<file path="config.mk">
export PLATFORM = sky130hd
export DESIGN_NAME = lcd_write_engine_flat
export DESIGN_NICKNAME = d
export VERILOG_FILES = /design/src/rtl/lcd_write_engine_pkg.sv /design/src/rtl/lcd_write_engine_if.sv /design/src/rtl/lcd_write_engine_sync_fifo.sv /design/src/rtl/lcd_write_engine.sv /design/src/flat_wrapper.sv
export SDC_FILE = /design/constraint.sdc
export NUM_CORES = 1
export LEC_CHECK = 0
export ABC_AREA = 1
export CAP_MARGIN = 10
export CORE_ASPECT_RATIO = 1.5
export CORE_UTILIZATION = 50
export CTS_CLUSTER_DIAMETER = 100
export DETAILED_ROUTE_END_ITERATION = 6
export GPL_ROUTABILITY_DRIVEN = 0
export PLACE_DENSITY = 0.77
export SLEW_MARGIN = 5
export SYNTH_ARGS = -nofsm -noshare
export SYNTH_HDL_FRONTEND = slang
export SYNTH_HIERARCHICAL = 1
export SYNTH_SLANG_ARGS = --single-unit
</file>
<file path="constraint.sdc">
create_clock -name clk -period 2 [get_ports clk]
set_input_delay 0.3 -clock clk [delete_from_list [all_inputs] [get_ports clk]]
set_output_delay 0.3 -clock clk [all_outputs]
set_load 0.01 [all_outputs]
</file>
<file path="src/rtl/lcd_write_engine_pkg.sv">
// Shared types and constants for the buffered HD44780 write path.
package lcd_pkg;

  typedef enum logic [2:0] {ST_IDLE, ST_SETUP, ST_PULSE, ST_HOLD, ST_WAIT} state_t;

  localparam int DEF_FIFO_DEPTH = 4;
  localparam int DEF_SETUP      = 4;
  localparam int DEF_PULSE      = 12;
  localparam int DEF_HOLD       = 4;
  localparam int DEF_EXEC       = 2000;
  localparam int DEF_LONG_EXEC  = 80000;

  localparam int ENTRY_W = 9;

  typedef struct packed {
    logic       rs;
    logic [7:0] data;
  } entry_t;

  // Clear display (0x01) and return home (0x02/0x03) need the long execution wait
  localparam logic [7:0] CLR_HOME_MASK = 8'hFC;

  function automatic logic is_clr_home(entry_t e);
    return !e.rs && ((e.data & CLR_HOME_MASK) == 8'h00);
  endfunction

  function automatic int max2(int a, int b);
    return (a > b) ? a : b;
  endfunction

endpackage

</file>
<file path="src/rtl/lcd_write_engine_if.sv">
// CPU-side write port of the LCD engine: store strobe plus status flags.
interface lcd_write_if;
  logic       wr_en;
  logic       wr_rs;
  logic [7:0] wr_data;
  logic       full;
  logic       busy;
  logic       overflow;

  modport master (output wr_en, wr_rs, wr_data, input full, busy, overflow);
  modport slave  (input wr_en, wr_rs, wr_data, output full, busy, overflow);
endinterface

</file>
<file path="src/rtl/lcd_write_engine_sync_fifo.sv">
// Synchronous FIFO with registered flags; pushes while full are discarded.
module sync_fifo #(
  parameter int WIDTH = 9,
  parameter int DEPTH = 4
) (
  input  logic                       clk,
  input  logic                       rst_n,
  input  logic                       push,
  input  logic [WIDTH-1:0]           wdata,
  input  logic                       pop,
  output logic [WIDTH-1:0]           rdata,
  output logic [$clog2(DEPTH):0]     count,
  output logic [$clog2(DEPTH):0]     count_nxt,
  output logic                       full,
  output logic                       empty
);
  localparam int AW = $clog2(DEPTH);
  localparam int CW = AW + 1;

  logic [WIDTH-1:0] mem [DEPTH];
  logic [AW-1:0]    wr_ptr, rd_ptr;
  logic             do_push, do_pop;

  // Full check uses the registered count, so a same-cycle pop never frees a slot
  assign do_push = push && (count != CW'(DEPTH));
  assign do_pop  = pop && !empty;
  assign rdata   = mem[rd_ptr];

  always_comb begin
    count_nxt = count;
    if (do_push && !do_pop)      count_nxt = count + 1'b1;
    else if (!do_push && do_pop) count_nxt = count - 1'b1;
  end

  always_ff @(posedge clk or negedge rst_n) begin
    if (!rst_n) begin
      wr_ptr <= '0;
      rd_ptr <= '0;
      count  <= '0;
      full   <= 1'b0;
      empty  <= 1'b1;
    end else begin
      if (do_push) wr_ptr <= wr_ptr + 1'b1;
      if (do_pop)  rd_ptr <= rd_ptr + 1'b1;
      count <= count_nxt;
      full  <= (count_nxt == CW'(DEPTH));
      empty <= (count_nxt == '0);
    end
  end

  always_ff @(posedge clk) begin
    if (do_push) mem[wr_ptr] <= wdata;
  end
endmodule

</file>
<file path="src/rtl/lcd_write_engine.sv">
// Buffered HD44780 write engine: FIFO of CPU stores replayed as timed LCD bus cycles.
// Optional LCD_LONG_EXEC_EN: clear/home commands wait LONG_EXEC_CYCLES instead of EXEC_CYCLES.
module lcd_write_engine
  import lcd_pkg::*;
#(
  parameter int FIFO_DEPTH   = DEF_FIFO_DEPTH,
  parameter int SETUP_CYCLES = DEF_SETUP,
  parameter int PULSE_CYCLES = DEF_PULSE,
  parameter int HOLD_CYCLES  = DEF_HOLD,
  parameter int EXEC_CYCLES  = DEF_EXEC
`ifdef LCD_LONG_EXEC_EN
  , parameter int LONG_EXEC_CYCLES = DEF_LONG_EXEC
`endif
) (
  input  logic         clk,
  input  logic         rst_n,
  lcd_write_if.slave   bus,
  output logic [7:0]   lcd_data,
  output logic         lcd_rs,
  output logic         lcd_rw,
  output logic         lcd_en
);
`ifdef LCD_LONG_EXEC_EN
  localparam int MAX_CYC = max2(max2(max2(SETUP_CYCLES, PULSE_CYCLES), max2(HOLD_CYCLES, EXEC_CYCLES)),
                                LONG_EXEC_CYCLES);
`else
  localparam int MAX_CYC = max2(max2(SETUP_CYCLES, PULSE_CYCLES), max2(HOLD_CYCLES, EXEC_CYCLES));
`endif
  localparam int CW  = $clog2(MAX_CYC + 1);
  localparam int FCW = $clog2(FIFO_DEPTH) + 1;

  state_t               state;
  logic [CW-1:0]        cnt;
  logic                 busy_q, ovf_q;
  logic                 fifo_full, fifo_empty, pop, idle_nxt;
  logic [ENTRY_W-1:0]   fifo_rdata;
  logic [FCW-1:0]       fifo_count, fifo_count_nxt;
  entry_t               head;

  sync_fifo #(.WIDTH(ENTRY_W), .DEPTH(FIFO_DEPTH)) u_fifo (
    .clk       (clk),
    .rst_n     (rst_n),
    .push      (bus.wr_en),
    .wdata     ({bus.wr_rs, bus.wr_data}),
    .pop       (pop),
    .rdata     (fifo_rdata),
    .count     (fifo_count),
    .count_nxt (fifo_count_nxt),
    .full      (fifo_full),
    .empty     (fifo_empty)
  );

  assign head         = entry_t'(fifo_rdata);
  assign pop          = (state == ST_IDLE) && !fifo_empty;
  assign idle_nxt     = ((state == ST_IDLE) && fifo_empty) || ((state == ST_WAIT) && (cnt == '0));
  assign lcd_rw       = 1'b0;
  assign bus.full     = fifo_full;
  assign bus.busy     = busy_q;
  assign bus.overflow = ovf_q;

  always_ff @(posedge clk or negedge rst_n) begin
    if (!rst_n) begin
      state    <= ST_IDLE;
      cnt      <= '0;
      lcd_data <= 8'h00;
      lcd_rs   <= 1'b0;
      lcd_en   <= 1'b0;
      busy_q   <= 1'b0;
      ovf_q    <= 1'b0;
    end else begin
      busy_q <= (fifo_count_nxt != '0) || !idle_nxt;
      if (bus.wr_en && fifo_full) ovf_q <= 1'b1;
      case (state)
        ST_IDLE: if (!fifo_empty) begin
          lcd_data <= head.data;
          lcd_rs   <= head.rs;
          cnt      <= CW'(SETUP_CYCLES - 1);
          state    <= ST_SETUP;
        end
        ST_SETUP: if (cnt == '0) begin
          cnt    <= CW'(PULSE_CYCLES - 1);
          lcd_en <= 1'b1;
          state  <= ST_PULSE;
        end else cnt <= cnt - 1'b1;
        ST_PULSE: if (cnt == '0) begin
          cnt    <= CW'(HOLD_CYCLES - 1);
          lcd_en <= 1'b0;
          state  <= ST_HOLD;
        end else cnt <= cnt - 1'b1;
        ST_HOLD: if (cnt == '0) begin
`ifdef LCD_LONG_EXEC_EN
          cnt <= is_clr_home({lcd_rs, lcd_data}) ? CW'(LONG_EXEC_CYCLES - 1) : CW'(EXEC_CYCLES - 1);
`else
          cnt <= CW'(EXEC_CYCLES - 1);
`endif
          state <= ST_WAIT;
        end else cnt <= cnt - 1'b1;
        ST_WAIT: if (cnt == '0) state <= ST_IDLE;
                 else cnt <= cnt - 1'b1;
        default: state <= ST_IDLE;
      endcase
    end
  end
endmodule

</file>
<file path="src/flat_wrapper.sv">
// flat-port wrapper written by rule: the top's interface ports become plain ports
module lcd_write_engine_flat import lcd_pkg::*;
#(
  parameter int FIFO_DEPTH   = DEF_FIFO_DEPTH,
  parameter int SETUP_CYCLES = DEF_SETUP,
  parameter int PULSE_CYCLES = DEF_PULSE,
  parameter int HOLD_CYCLES  = DEF_HOLD,
  parameter int EXEC_CYCLES  = DEF_EXEC

)
  (clk, rst_n, lcd_data, lcd_rs, lcd_rw, lcd_en, bus_wr_en, bus_wr_rs, bus_wr_data, bus_full, bus_busy, bus_overflow);
  lcd_write_if bus_i ();
  input  logic clk;
  input  logic rst_n;
  output logic [7:0] lcd_data;
  output logic lcd_rs;
  output logic lcd_rw;
  output logic lcd_en;
  input wire logic [$bits(bus_i.wr_en)-1:0] bus_wr_en;
  input wire logic [$bits(bus_i.wr_rs)-1:0] bus_wr_rs;
  input wire logic [$bits(bus_i.wr_data)-1:0] bus_wr_data;
  output wire logic [$bits(bus_i.full)-1:0] bus_full;
  output wire logic [$bits(bus_i.busy)-1:0] bus_busy;
  output wire logic [$bits(bus_i.overflow)-1:0] bus_overflow;
  assign bus_i.wr_en = bus_wr_en;
  assign bus_i.wr_rs = bus_wr_rs;
  assign bus_i.wr_data = bus_wr_data;
  assign bus_full = bus_i.full;
  assign bus_busy = bus_i.busy;
  assign bus_overflow = bus_i.overflow;
  lcd_write_engine #(.FIFO_DEPTH(FIFO_DEPTH), .SETUP_CYCLES(SETUP_CYCLES), .PULSE_CYCLES(PULSE_CYCLES), .HOLD_CYCLES(HOLD_CYCLES), .EXEC_CYCLES(EXEC_CYCLES)) u_core (.clk(clk), .rst_n(rst_n), .bus(bus_i), .lcd_data(lcd_data), .lcd_rs(lcd_rs), .lcd_rw(lcd_rw), .lcd_en(lcd_en));
endmodule
</file>
Word level (Yosys, flattened, before mapping)

Memory sizes are Yosys's and may differ from the RTL's. A register that Yosys moved wholly into a read port is not among the register bits.
Index checks and enable logic that the tools add are counted.

Flip-flop bits (word level): 26
Memories kept: 1
Word-level logic and storage cells: 73
Memory bits (writable): 36
Input bits: 12

Reductions and logical operators: 25
Add/subtract/negate cells: 5
Bitwise operators: 1
Multiplexer cells: 19
Eq/ne operators: 12

Memories:

| name              | words | bits a word | read ports | clocked after Yosys merged registers in | wr ports | line                             | text |
|---|---|---|---|---|---|---|---|
| u_core.u_fifo.mem | 4     | 9           | 1          | 1                                       | 1        | lcd_write_engine_sync_fifo.sv:20 | `logic [WIDTH-1:0] mem [DEPTH];` |

Operator list:

| kind                  | number |
|---|---|
| $mux 11               | 5 |
| $pmux 11 s5           | 1 |
| $mux 3                | 7 |
| $pmux 3 s5            | 1 |
| $logic_not 11->1      | 1 |
| $sub 11x1->11 const B | 1 |
| $logic_and 1x1->1     | 8 |
| $eq 3x2->1 const B    | 2 |
| $eq 3x3->1 const B    | 2 |
| $logic_not 3->1       | 2 |
| $ne 2x1->1 const B    | 3 |
| $ne 2x2->1 const B    | 3 |
| $reduce_and 3->1      | 2 |
| $logic_not 1->1       | 5 |
| $reduce_and 5->1      | 1 |
| $reduce_bool 5->1     | 1 |
| $add 2x1->2 const B   | 2 |
| $mux 1                | 4 |
| $add 3x1->3 const B   | 1 |
| $eq 3x1->1 const B    | 1 |
| $ne 3x3->1 const B    | 1 |
| $reduce_bool 3->1     | 1 |
| $sub 3x1->3 const B   | 1 |
| $logic_or 1x1->1      | 2 |
| 4 further kinds       | 4 |

Logic depth before layout (Yosys ltp)

Gate-level depths: netlist of run 1.

Word-level depth: 8
Mapped depth: 13

By module

The synthesis of run 1 kept the hierarchy.

Modules (own cells, without submodules):

| module           | area each (µm²) | cells an instance | seq. area each (µm²) | instances |
|---|---|---|---|---|
| sync_fifo        | 1,886.8         | 153               | 1,307.5              | 1 |
| lcd_write_engine | 1,496.4         | 203               | 650.6                | 1 |

Worst setup path after synthesis of run 1

No wires, ideal clock.

Path kind: reg-to-reg
Start point: reg u_core.state[2]
End point: reg u_core.busy_q, in the netlist u_core/bus.busy
Path buffers: 1
Data required time: 1.879 ns
Setup time: 0.121 ns
Clock period less this slack: 1.818 ns
Setup slack: 0.182 ns
Cell stages (with the launch flop): 14
Arrival time: 1.697 ns
Cell sequence: dfrtp_1 nor2_1 nand2_1 nor2_1 buf_4 inv_1 nor2_2 nand2_2 nand2_1 nand2_1 nand2_2 inv_1 nor3_1 nand2_1

Cells in the longest elaborated chain, start to end: 8
Elaborated cells between the ends (all ways): 15

Ends and longest elaborated chain:

| element                                                     | line                                                               | text |
|---|---|---|
| start: declaration                                          | lcd_write_engine.sv:32                                             | `state_t state;` |
| start signal: assignment                                    | lcd_write_engine.sv:63                                             | `state <= ST_IDLE;` |
| start signal: assignment                                    | lcd_write_engine.sv:78                                             | `state <= ST_SETUP;` |
| start signal: assignment                                    | lcd_write_engine.sv:83                                             | `state <= ST_PULSE;` |
| $logic_not 3->1 (*)                                         | lcd_write_engine.sv:54                                             | `assign pop = (state == ST_IDLE) && !fifo_empty;` |
| $logic_and 1x1->1 (*)                                       | lcd_write_engine.sv:54                                             |  |
| named net u_core.pop                                        | lcd_write_engine.sv:35                                             | `logic fifo_full, fifo_empty, pop, idle_nxt;` |
| $logic_and 1x1->1 (*)                                       | lcd_write_engine_sync_fifo.sv:26                                   | `assign do_pop = pop && !empty;` |
| $logic_and 1x1->1 / $logic_not 1->1 (equally long branches) | lcd_write_engine_sync_fifo.sv:32, lcd_write_engine_sync_fifo.sv:31 |  |
| $mux 3 / $logic_and 1x1->1 (equally long branches)          | lcd_write_engine_sync_fifo.sv:32, lcd_write_engine_sync_fifo.sv:31 |  |
| $mux 3 (*)                                                  | lcd_write_engine_sync_fifo.sv:31                                   | `if (do_push && !do_pop) count_nxt = count + 1'b1;` |
| named net u_core.fifo_count_nxt[0]                          | lcd_write_engine.sv:37                                             | `logic [FCW-1:0] fifo_count, fifo_count_nxt;` |
| $reduce_bool 3->1 (*)                                       | lcd_write_engine.sv:71                                             | `busy_q <= (fifo_count_nxt != '0) \|\| !idle_nxt;` |
| $logic_or 1x1->1 (*)                                        | lcd_write_engine.sv:71                                             |  |
| end signal: assignment                                      | lcd_write_engine.sv:71                                             |  |
| end: declaration                                            | lcd_write_engine.sv:34                                             | `logic busy_q, ovf_q;` |

The timed path passes the listed nets; every way through them passes the cells marked *.
A chain may end at the register's enable or synchronous reset.

Final worst setup path of run 1

Start point: reg u_core.state[0]
End point: reg u_core.busy_q, in the netlist u_core/bus.busy

Cells in the longest elaborated chain, start to end: 8
Elaborated cells between the ends (all ways): 15

Ends and longest elaborated chain:

| element                                                     | line |
|---|---|
| $logic_not 3->1 (*)                                         | lcd_write_engine.sv:54 |
| $logic_and 1x1->1 (*)                                       | lcd_write_engine.sv:54 |
| $logic_and 1x1->1 (*)                                       | lcd_write_engine_sync_fifo.sv:26 |
| $logic_and 1x1->1 / $logic_not 1->1 (equally long branches) | lcd_write_engine_sync_fifo.sv:32, lcd_write_engine_sync_fifo.sv:31 |
| $mux 3 / $logic_and 1x1->1 (equally long branches)          | lcd_write_engine_sync_fifo.sv:32, lcd_write_engine_sync_fifo.sv:31 |
| $mux 3 (*)                                                  | lcd_write_engine_sync_fifo.sv:31 |
| named net u_core.fifo_count_nxt[0]                          | lcd_write_engine.sv:37 |
| $reduce_bool 3->1 (*)                                       | lcd_write_engine.sv:71 |
| $logic_or 1x1->1 (*)                                        | lcd_write_engine.sv:71 |

Marks and branches as above.

==> results.py, run 1 <==
metrics = {
    "global_route": {
        "grt.overflow.total": 0,
        "antenna_found_initial": 0,
        "grt_pass1_vias": 2382,
        "grt_max_degree": 36,
        "grt_pass1_wl_mm": 10.8,
        "grt_usage_pct": 20.3,
    },
    "power_and_ir_drop": {
        "p_comb_share_pct": 16.2,
        "irDropWorstVdd_v": 0.000582,
        "switching_power_mw": 1.03,
        "p_leak_nw": 1.72,
        "power.share.clock_pct": 35.1,
        "p_per_area_mw_per_mm2": 972,
        "sw_frac_of_total_pct": 26.7,
        "internal_power_mw": 2.83,
        "pwr-share-seq_pct": 48.7,
        "total_power_mw": 3.86,
    },
    "cells_and_area": {
        "seq_area_mm2": 0.00196,
        "final_util_pct": 60.8,
        "postLayoutCellArea_mm2": 0.00397,
        "num_antenna_cells": 0,
        "multiInputGateArea_mm2": 0.00126,
        "nets": 413,
        "area_delta_synth_final_pct": 17.5,
        "fillers": 540,
        "drive_above_1_share_pct": 15.9,
    },
    "timing": {
        "grt_setup_unrepaired": "false",
        "max_clock_freq_mhz": 582,
        "min_period_ns": 1.72,
        "final-max-slew-violation-count": 0,
        "relSlewSlack_pct": 45.7,
        "hold_viol": 0,
        "worst_pin_slew_ns": 0.815,
        "fin_crit_sh_pct": 85.9,
        "setup_tns_ns": 0,
        "finClkSkew_ns": 0.0108,
        "setup_viol_count_final": 0,
    },
    "synthesis": {
        "syn_inst": 356,
        "ys_warn_count": 6,
        "avgSynthCellArea_um2": 9.50,
        "synth_area_mm2": 0.00338,
        "ys_ff_latch": 71,
        "synth_top_area_share_pct": 32.0,
        "yosysTopAreaCell": "edfxtp_1",
        "syn_nets": 377,
        "synth.area.top_cells": "edfxtp_1 (32%), dfrtp_1 (25%), nand2_1 (10%)",
        "yosysUniqueCellTypes": 29,
        "yosysSeqAreaShare_pct": 57.9,
    },
    "placed_design": {
        "dpl.hpwl_mm": 4.58,
        "placed_area_mm2": 0.00373,
        "numPortBuffers": 24,
    },
    "detailed_routing": {
        "viasPerCell": 5.28,
        "drt-pass1-iter-count": 4,
        "drc_errors": 0,
        "routed_wl_mm": 6.69,
        "avgRoutedWirePerCell_um": 14.2,
        "ant_nets": 0,
        "first_iter_violations": 139,
        "vias": 2491,
    },
    "clock_tree": {
        "cts_hold_buf": 0,
        "cts_max_level": 3,
        "clock-root-buffer": "clkbuf_8",
        "cts_tree": "yes",
        "insertion_delay_ns": 0.35,
        "path_clk_slew_ns": 0.08,
        "clock_path_buffers": 2,
        "cts_buffers": 9,
        "cts_sinks": 71,
    },
    "setup_path": {
        "worstSetupPathType": "reg -> reg",
        "worst_setup_path_start_kind": "flop",
        "cp_data_required_time_ns": 2.24,
        "crit_path_end_kind": "flop",
        "r2r_setup_slack_ns": 0.28,
        "path_max_fanout": 4,
        "arrival_ns": 1.96,
    },
    "floorplanning": {
        "ioPinCount": 26,
        "rows": 36,
        "die_x_um": 69.2,
        "die_h_um": 103,
        "start_util_pct": 51.8,
        "coreArea_mm2": 0.00653,
        "die_area_mm2": 0.00711,
    },
    "worst_hold_path": {
        "hp-class": "in -> async",
    },
    "flow_run": {
        "maxCapViolCount": 0,
    },
    "outcome": {
        "status": "complete, no violations",
    },
}
[cells in the mapped netlist]
cell type	instances
nand2_1	93
nor2_1	40
edfxtp_1	36
dfrtp_1	34
inv_1	28
o21ai_0	20
nand3_1	16
ha_1	9
inv_2	9
o22ai_1	9
nor2_2	8
o21ai_1	8
nand2_2	7
nand3_2	6
nand4_1	5
xor2_1	5
nor3_1	4
buf_2	3
nand2_4	3
a21oi_1	2
buf_4	2
nor2_4	2
a21boi_4	1
a21o_1	1
clkbuf_1	1
conb_1	1
dfstp_2	1
nand4_2	1
or2_2	1
[final cells by class]
| class | count | area share, % |
|---|---|---|
| Timing Repair Buffer | 31 | 7.24 |
| Multi-Input combinational cell | 242 | 31.7 |
| Sequential cell | 71 | 49.3 |
| Clock buffer | 9 | 3.12 |
| Clock inverter | 6 | 2.77 |
| Tap cell | 76 | 2.39 |
| Inverter | 37 | 3.49 |
[metrics by stage]
step,instances,worst slack (ns),hold slack (ns)
2_1_floorplan,356,0.182,0.00441
3_5_place_dp,457,0.249,0.444
3_3_place_gp,457,0.293,0.436
4_1_cts,472,0.236,0.0699
6_report,472,0.282,0.0317
5_1_grt,472,0.0223,0.104
[state kept, by name, indices dropped and copies added, names as in the netlist, 2 cells and up]
signal	flops
u_core/u_fifo/count	3
u_core/u_fifo/rd_ptr	2
u_core/cnt	11
u_core/u_fifo/wr_ptr	2
u_core/lcd_data	8
u_core/state	3
u_core/u_fifo/mem	36
[worst paths after layout]
| path | start | endpoint | depth (start not counted) |
|---|---|---|---|
| setup / recovery | u_core/state[0] | u_core/bus.busy | 12 |
| hold reg to reg | u_core/bus.overflow | u_core/bus.overflow | 1 |
| min in group clk | u_core/bus.overflow | u_core/bus.overflow | 1 |
| hold / removal | rst_n | u_core/cnt[7] | 1 |
| setup reg to reg | u_core/state[0] | u_core/bus.busy | 12 |
| max in group asynchronous | rst_n | u_core/u_fifo/wr_ptr[1] | 1 |
[worst max-delay path: stages (launching register included)]
cell	delay, ns
dfrtp_1	0.42
nor2_2	0.17
nand2_1	0.07
nor2_1	0.17
inv_1	0.10
nor2_4	0.13
nand2_2	0.09
nand2_1	0.07
nand2_1	0.06
nand2_2	0.07
inv_1	0.05
nor3_1	0.16
nand2_1	0.07
[cell families after synthesis]
| kind of cell | share of synthesized area, % |
|---|---|
| DFF | 57.9 |
| other | 0.111 |
| buffers and inverters | 5.10 |
| xor gates and xnor gates | 1.29 |
| and+or+nand+nor | 25.4 |
| AOI/OAI and AO/OA | 6.88 |
| adders and majority gates | 3.33 |
[power groups by stage]
stage               clock (mW)  combinational (mW)  sequential [mW]
finish                    1.35               0.627             1.88
global route              1.43               0.713             1.90
CTS                       1.38               0.639             1.88
detailed placement           0               0.642             1.90
global placement             0               0.613             1.90
floorplan                    0               0.422             1.89
[routing by layer]
layer / part of all wire (%) / track usage, %
met5: 0 / 0
met4: 1.9 / 10.8
met3: 3.5 / 4.69
met2: 54 / 37.3
met1: 41 / 21.6
[timing repair]
item,4_1_cts,5_1_grt
resized for setup,0,2
endpoints found under the setup margin,0,1
setup buffers,0,0
[cell usage in the layout (no fill, tap or decap), types with 2 or more instances in the layout]
| master | count |
|---|---|
| bufinv_16 | 3 |
| nand2_2 | 7 |
| o21ai_1 | 8 |
| nand3_2 | 6 |
| inv_2 | 9 |
| nor2_1 | 39 |
| nand2_1 | 93 |
| o22ai_1 | 9 |
| clkinvlp_4 | 2 |
| dfrtp_1 | 34 |
| edfxtp_1 | 36 |
| inv_1 | 28 |
| clkbuf_8 | 9 |
| xor2_1 | 5 |
| nor3_1 | 4 |
| nand4_1 | 5 |
| clkdlybuf4s50_1 | 23 |
| a21oi_1 | 2 |
| nor2_4 | 3 |
| nand3_1 | 16 |
| o21ai_0 | 20 |
| buf_4 | 7 |
| ha_1 | 9 |
| nor2_2 | 8 |
| nand2_4 | 3 |
Power figures use the tool's default switching activity.
==> run 2: changes to the inputs <==
--- a/config.mk
+++ b/config.mk
@@ -12,6 +12,7 @@
 export CTS_CLUSTER_DIAMETER = 100
 export DETAILED_ROUTE_END_ITERATION = 6
 export GPL_ROUTABILITY_DRIVEN = 0
+export HOLD_SLACK_MARGIN = 0.06
 export PLACE_DENSITY = 0.77
 export SLEW_MARGIN = 5
 export SYNTH_ARGS = -nofsm -noshare
==> constraint.sdc (replaced) <==
create_clock -name clk -period 1.75 [get_ports clk]
set_input_delay 0.2625 -clock clk [delete_from_list [all_inputs] [get_ports clk]]
set_output_delay 0.2625 -clock clk [all_outputs]
set_load 0.01 [all_outputs]
==> run 2 against run 1 <==
Sequential power up 15%. Critical path type unchanged. Die area unchanged. Largest cell class unchanged. Setup slack lost 0.21 ns. Global-route usage increased by 1.6 points. Highest routed layer unchanged.
==> results.py, run 2 (synthesis gave the netlist of run 1 again) <==
metrics = {
    "cells_and_area": {
        "top_regs": "u_core/u_fifo/mem x36, u_core/cnt x11, u_core/lcd_data x8",
        "area_delta_synth_final_pct": 19.4,
        "num_antenna_cells": 0,
        "drive_above_1_share_pct": 19.3,
        "postLayoutCellArea_mm2": 0.00404,
        "seq_area_mm2": 0.00196,
        "final_common_cell": "nand2_1",
        "final_util_pct": 61.9,
        "fillers": 534,
        "nets": 421,
        "multiInputGateArea_mm2": 0.00129,
        "mostFrequentLayoutCells": "nand2_1 (91), nor2_1 (38), edfxtp_1 (36)",
        "stdcell_count": 481,
        "largest_reg_flops": 36,
        "top_register": "u_core/u_fifo/mem",
    },
    "detailed_routing": {
        "routed_wl_mm": 7.25,
        "vias": 2612,
        "drt-pass1-iter-count": 4,
        "drc_errors": 0,
        "avgRoutedWirePerCell_um": 15.1,
        "first_iter_violations": 109,
        "ant_nets": 0,
        "viasPerCell": 5.43,
    },
    "setup_path": {
        "path_max_fanout": 4,
        "cp_data_required_time_ns": 1.98,
        "worstSetupPathType": "reg -> reg",
        "crit_path_end_kind": "flop",
        "arrival_ns": 1.91,
        "worst_setup_path_start_kind": "flop",
    },
    "power_and_ir_drop": {
        "irDropWorstVdd_v": 0.00115,
        "p_leak_nw": 1.75,
        "p_per_area_mw_per_mm2": 1050,
        "total_power_mw": 4.24,
    },
    "timing": {
        "min_period_ns": 1.68,
        "fin_crit_sh_pct": 95.7,
        "finClkSkew_ns": 0.00959,
        "final-max-slew-violation-count": 0,
        "hold_viol": 0,
        "max_clock_freq_mhz": 597,
        "fin_ws_ns": 0.0745,
        "setup_tns_ns": 0,
        "setup_viol_count_final": 0,
        "holdWs_ns": 0.365,
    },
    "clock_tree": {
        "cts_max_level": 3,
        "path_clk_slew_ns": 0.08,
        "clock_path_buffers": 2,
        "cts_sinks": 71,
        "cts_buffers": 9,
        "insertion_delay_ns": 0.35,
        "cts_tree": "yes",
        "clock-root-buffer": "clkbuf_8",
    },
    "global_route": {
        "grt_usage_pct": 21.9,
        "grt_pass1_vias": 2543,
        "grt_pass1_wl_mm": 11.8,
        "grt_max_degree": 20,
        "antenna_found_initial": 0,
        "grt.overflow.total": 0,
    },
    "placed_design": {
        "dp.cells": 461,
        "pre_cts_ws_ns": 0.00246,
        "numPortBuffers": 24,
        "dpl.hpwl_mm": 5.07,
        "placed_area_mm2": 0.00377,
    },
    "floorplanning": {
        "ioPinCount": 26,
        "start_util_pct": 51.8,
        "die_x_um": 69.2,
        "die_h_um": 103,
        "die_area_mm2": 0.00711,
        "coreArea_mm2": 0.00653,
        "rows": 36,
    },
    "worst_hold_path": {
        "hp-class": "in -> async",
    },
    "flow_run": {
        "maxCapViolCount": 0,
    },
    "outcome": {
        "status": "complete, no violations",
    },
}
## run 2: cell types whose count changed in the layout (fill, tap and decap cells not counted), sizes merged
cell,before,now
buf,8,15
bufinv,3,1
clkbuf,9,11
clkinv,1,2
dlygate4sd3,0,1
## run 2: repair_timing
item | in CTS | in global routing
resized for setup | 0 | 11
setup buffers | 0 | 3
endpoints found under the setup margin | 0 | 6
hold buffers | 1 | 0
hold endpoints to repair | 13 | 0
## run 2: path summary, 6_finish.rpt
path | cells past startpoint | end | from | slack [ns]
setup / recovery | 10 | u_core/bus.busy | u_core/state[1] | 0.07
hold / removal | 2 | u_core/cnt[7] | rst_n | 0.36
setup reg to reg | 10 | u_core/bus.busy | u_core/state[1] | 0.07
hold reg to reg | 1 | u_core/bus.overflow | u_core/bus.overflow | 0.47
max in group asynchronous | 3 | u_core/u_fifo/empty | rst_n | 0.79
min in group clk | 1 | u_core/bus.overflow | u_core/bus.overflow | 0.47
## run 2: layout make-up
type,instances,share of cell area (%)
clock inverter,5,1.46
clock buffer,11,3.50
inverter,37,3.44
tap,76,2.35
sequential,71,48.5
timing repair buffer,39,8.67
multi-input combinational,242,32.1
## run 2: critical path: stages, from the launching register on
cell,delay [ns]
dfrtp_1,0.45
inv_2,0.11
nand2_2,0.07
nor2_4,0.15
inv_2,0.06
nor2_4,0.15
nand2_4,0.07
nand3_1,0.12
nand2_1,0.11
nor3_2,0.19
nand2_1,0.08
## run 2: layer usage
layer	vias up	track usage (%)	wire length, um
li1	1256	-	-
met1	1255	24.3	2790
met2	81	40.6	3980
met3	20	4.40	320
met4	0	10.0	158
met5	-	0	0
## run 2: power breakdown
group | leakage [nW] | total (mW) | internal, mW | switching, mW
clock | 0.0955 | 1.32 | 0.697 | 0.622
combinational | 0.938 | 0.762 | 0.282 | 0.480
sequential | 0.719 | 2.16 | 2.03 | 0.129
==> run 3: changes to the inputs <==
--- a/config.mk
+++ b/config.mk
@@ -13,7 +13,8 @@
 export DETAILED_ROUTE_END_ITERATION = 6
 export GPL_ROUTABILITY_DRIVEN = 0
 export HOLD_SLACK_MARGIN = 0.06
-export PLACE_DENSITY = 0.77
+export PLACE_DENSITY = 0.7
+export REMOVE_ABC_BUFFERS = 1
 export SLEW_MARGIN = 5
 export SYNTH_ARGS = -nofsm -noshare
 export SYNTH_HDL_FRONTEND = slang
==> run 3 against run 2 <==
Design area down 0.90%. Clock-buffer cell count down 2. First-iteration DRC count is 21% higher. Total power decreased by 0.83%. Core utilization is 0.56 points lower. Maximum frequency is 2.4% higher. Via count down 4.2%. Routed wire length down 8.3%. Global-route usage fell by 1.9 points. Die area did not move. Worst hold slack gained 0.10 ns. Flip-flop and latch count unchanged.
==> results.py, run 3 (synthesis gave the netlist of run 1 again) <==
metrics = {
    "outcome": {
        "status": "complete, no violations",
    },
    "floorplanning": {
        "die_area_mm2": 0.00711,
        "ioPinCount": 26,
        "die_x_um": 69.2,
        "rows": 36,
        "start_util_pct": 51.8,
        "coreArea_mm2": 0.00653,
        "die_h_um": 103,
    },
    "timing": {
        "finClkSkew_ns": 0.0114,
        "min_period_ns": 1.64,
        "fin_ws_ns": 0.114,
        "grt_setup_unrepaired": "false",
        "max_clock_freq_mhz": 611,
        "final-max-slew-violation-count": 0,
        "fin_crit_sh_pct": 93.5,
        "hold_viol": 0,
        "setup_viol_count_final": 0,
    },
    "detailed_routing": {
        "drt-pass1-iter-count": 4,
        "avgRoutedWirePerCell_um": 13.9,
        "routed_wl_mm": 6.65,
        "ant_nets": 0,
        "drc_errors": 0,
        "viasPerCell": 5.23,
        "first_iter_violations": 132,
        "vias": 2502,
    },
    "global_route": {
        "grt_max_degree": 36,
        "grt.overflow.total": 0,
        "grt_usage_pct": 20.0,
        "grt_pass1_vias": 2438,
        "grt_use_met3_pct": 4.01,
        "use_met1_pct": 21.2,
        "top_usage_layer": "met2",
        "antenna_found_initial": 0,
        "grt_pass1_wl_mm": 10.8,
        "use_met2_pct": 38.0,
    },
    "power_and_ir_drop": {
        "internal_power_mw": 2.99,
        "pwr-share-seq_pct": 51.1,
        "power.share.clock_pct": 30.9,
        "p_leak_nw": 1.73,
        "total_power_mw": 4.21,
        "switching_power_mw": 1.22,
        "p_comb_share_pct": 18.0,
        "irDropWorstVdd_v": 0.00102,
        "sw_frac_of_total_pct": 29.0,
        "p_per_area_mw_per_mm2": 1050,
    },
    "cells_and_area": {
        "nets": 418,
        "fillers": 549,
        "drive_above_1_share_pct": 17.9,
        "mostFrequentLayoutCells": "nand2_1 (92), nor2_1 (39), edfxtp_1 (36)",
        "area_delta_synth_final_pct": 18.3,
        "stdcell_count": 478,
        "num_antenna_cells": 0,
        "final_common_cell": "nand2_1",
        "seq_area_mm2": 0.00196,
        "multiInputGateArea_mm2": 0.00128,
        "top_register": "u_core/u_fifo/mem",
        "top_regs": "u_core/u_fifo/mem x36, u_core/cnt x11, u_core/lcd_data x8",
        "largest_reg_flops": 36,
    },
    "placed_design": {
        "numPortBuffers": 24,
        "dp.cells": 461,
        "pre_cts_ws_ns": 0.0251,
        "dpl.hpwl_mm": 4.63,
    },
    "setup_path": {
        "slowest_delay_ns": 0.42,
        "path_max_fanout": 4,
        "worst_setup_path_start_kind": "flop",
        "path_cells": "inv_1, nand2_1, nor2_4, inv_1, nor2_4, nand2_2, nand2_1, nand2_1, nand2_2, inv_1, nor3_2, nand2_1",
        "crit_path_frequent_cell": "nand2_1",
        "cp_data_required_time_ns": 1.97,
        "cp_num_buf_inv": 3,
        "worstRegToRegCells": 12,
        "arrival_ns": 1.86,
        "worstSetupPathType": "reg -> reg",
        "critical_path.top_delay_family": "simple AND/OR/NAND/NOR gates",
        "critPathSlowestCell": "dfrtp_1",
        "crit_path_end_kind": "flop",
        "cp.depth": 12,
    },
    "clock_tree": {
        "clock-root-buffer": "clkbuf_8",
        "cts_tree": "yes",
        "cts_max_level": 3,
        "insertion_delay_ns": 0.34,
        "cts_buffers": 9,
        "path_clk_slew_ns": 0.08,
        "cts_sinks": 71,
        "post-cts-setup-buffers": 0,
        "clock_path_buffers": 2,
    },
    "worst_hold_path": {
        "whs_path_depth": 1,
        "hp-class": "reg -> reg",
    },
    "flow_run": {
        "maxCapViolCount": 0,
    },
}
[run 3: cell types whose count changed in the layout (fill, tap and decap cells not counted), moves of 2 or more]
cell     previous run  this run
nand3_2             5         7
inv_1              26        28
inv_2              11         9
dfrtp_1            32        34
inv_6               0         2
buf_4              14        11
dfrtp_2             2         0
[run 3: area by class of cell]
class	count	share of cell area, %
multi-input combinational	242	32.0
clock buffer	9	3.09
timing repair buffer	36	8.19
inverter	37	3.47
sequential	71	48.9
clock inverter	7	2.00
tap	76	2.38
[run 3: path summary, 6_finish.rpt]
kind	end	slack (ns)	from
hold / removal	u_core/bus.overflow	0.47	u_core/bus.overflow
setup reg to reg	u_core/bus.busy	0.11	u_core/state[1]
hold reg to reg	u_core/bus.overflow	0.47	u_core/bus.overflow
setup / recovery	u_core/bus.busy	0.11	u_core/state[1]
min in group asynchronous	u_core/cnt[6]	0.49	rst_n
max in group asynchronous	u_core/u_fifo/empty	0.90	rst_n
[run 3: power groups by stage]
stage          registers, mW  logic (mW)  clock network [mW]
2_1_floorplan           2.16       0.481                   0
3_3_place_gp            2.17       0.717                   0
3_5_place_dp            2.17       0.737                   0
4_1_cts                 2.14       0.747                1.33
5_1_grt                 2.17       0.861                1.40
6_report                2.15       0.757                1.30
[run 3: metal layers]
metal  routed length, um  vias up
li1                    -     1243
met1                2600     1197
met2                3740       54
met3                 224        8
met4                  89        0
met5                   0        -
[run 3: metrics by stage]
step                instance area (um^2)  hold WS [ns]  TNS, ns  util [%]
floorplan                           3350       -0.0331   -0.542         -
finish                              4000         0.466        0      61.3
global route                        4000         0.513        0      61.3
CTS                                 3980         0.471        0      60.9
global placement                    3760         0.325        0      57.6
detailed placement                  3760         0.327        0      57.6
[run 3: worst register-to-register path, stage by stage (launching register included)]
cell and delay (ns):
dfrtp_1 0.42, inv_1 0.13, nand2_1 0.11, nor2_4 0.12, inv_1 0.08, nor2_4 0.11
nand2_2 0.09, nand2_1 0.08, nand2_1 0.06, nand2_2 0.07, inv_1 0.06, nor3_2 0.14
nand2_1 0.07
[run 3: repair_timing]
| action | CTS | global route |
|---|---|---|
| endpoints found under the hold margin | 34 | 0 |
| endpoints found under the setup margin | 0 | 2 |
| gates resized for setup | 0 | 7 |
| hold buffers | 1 | 0 |
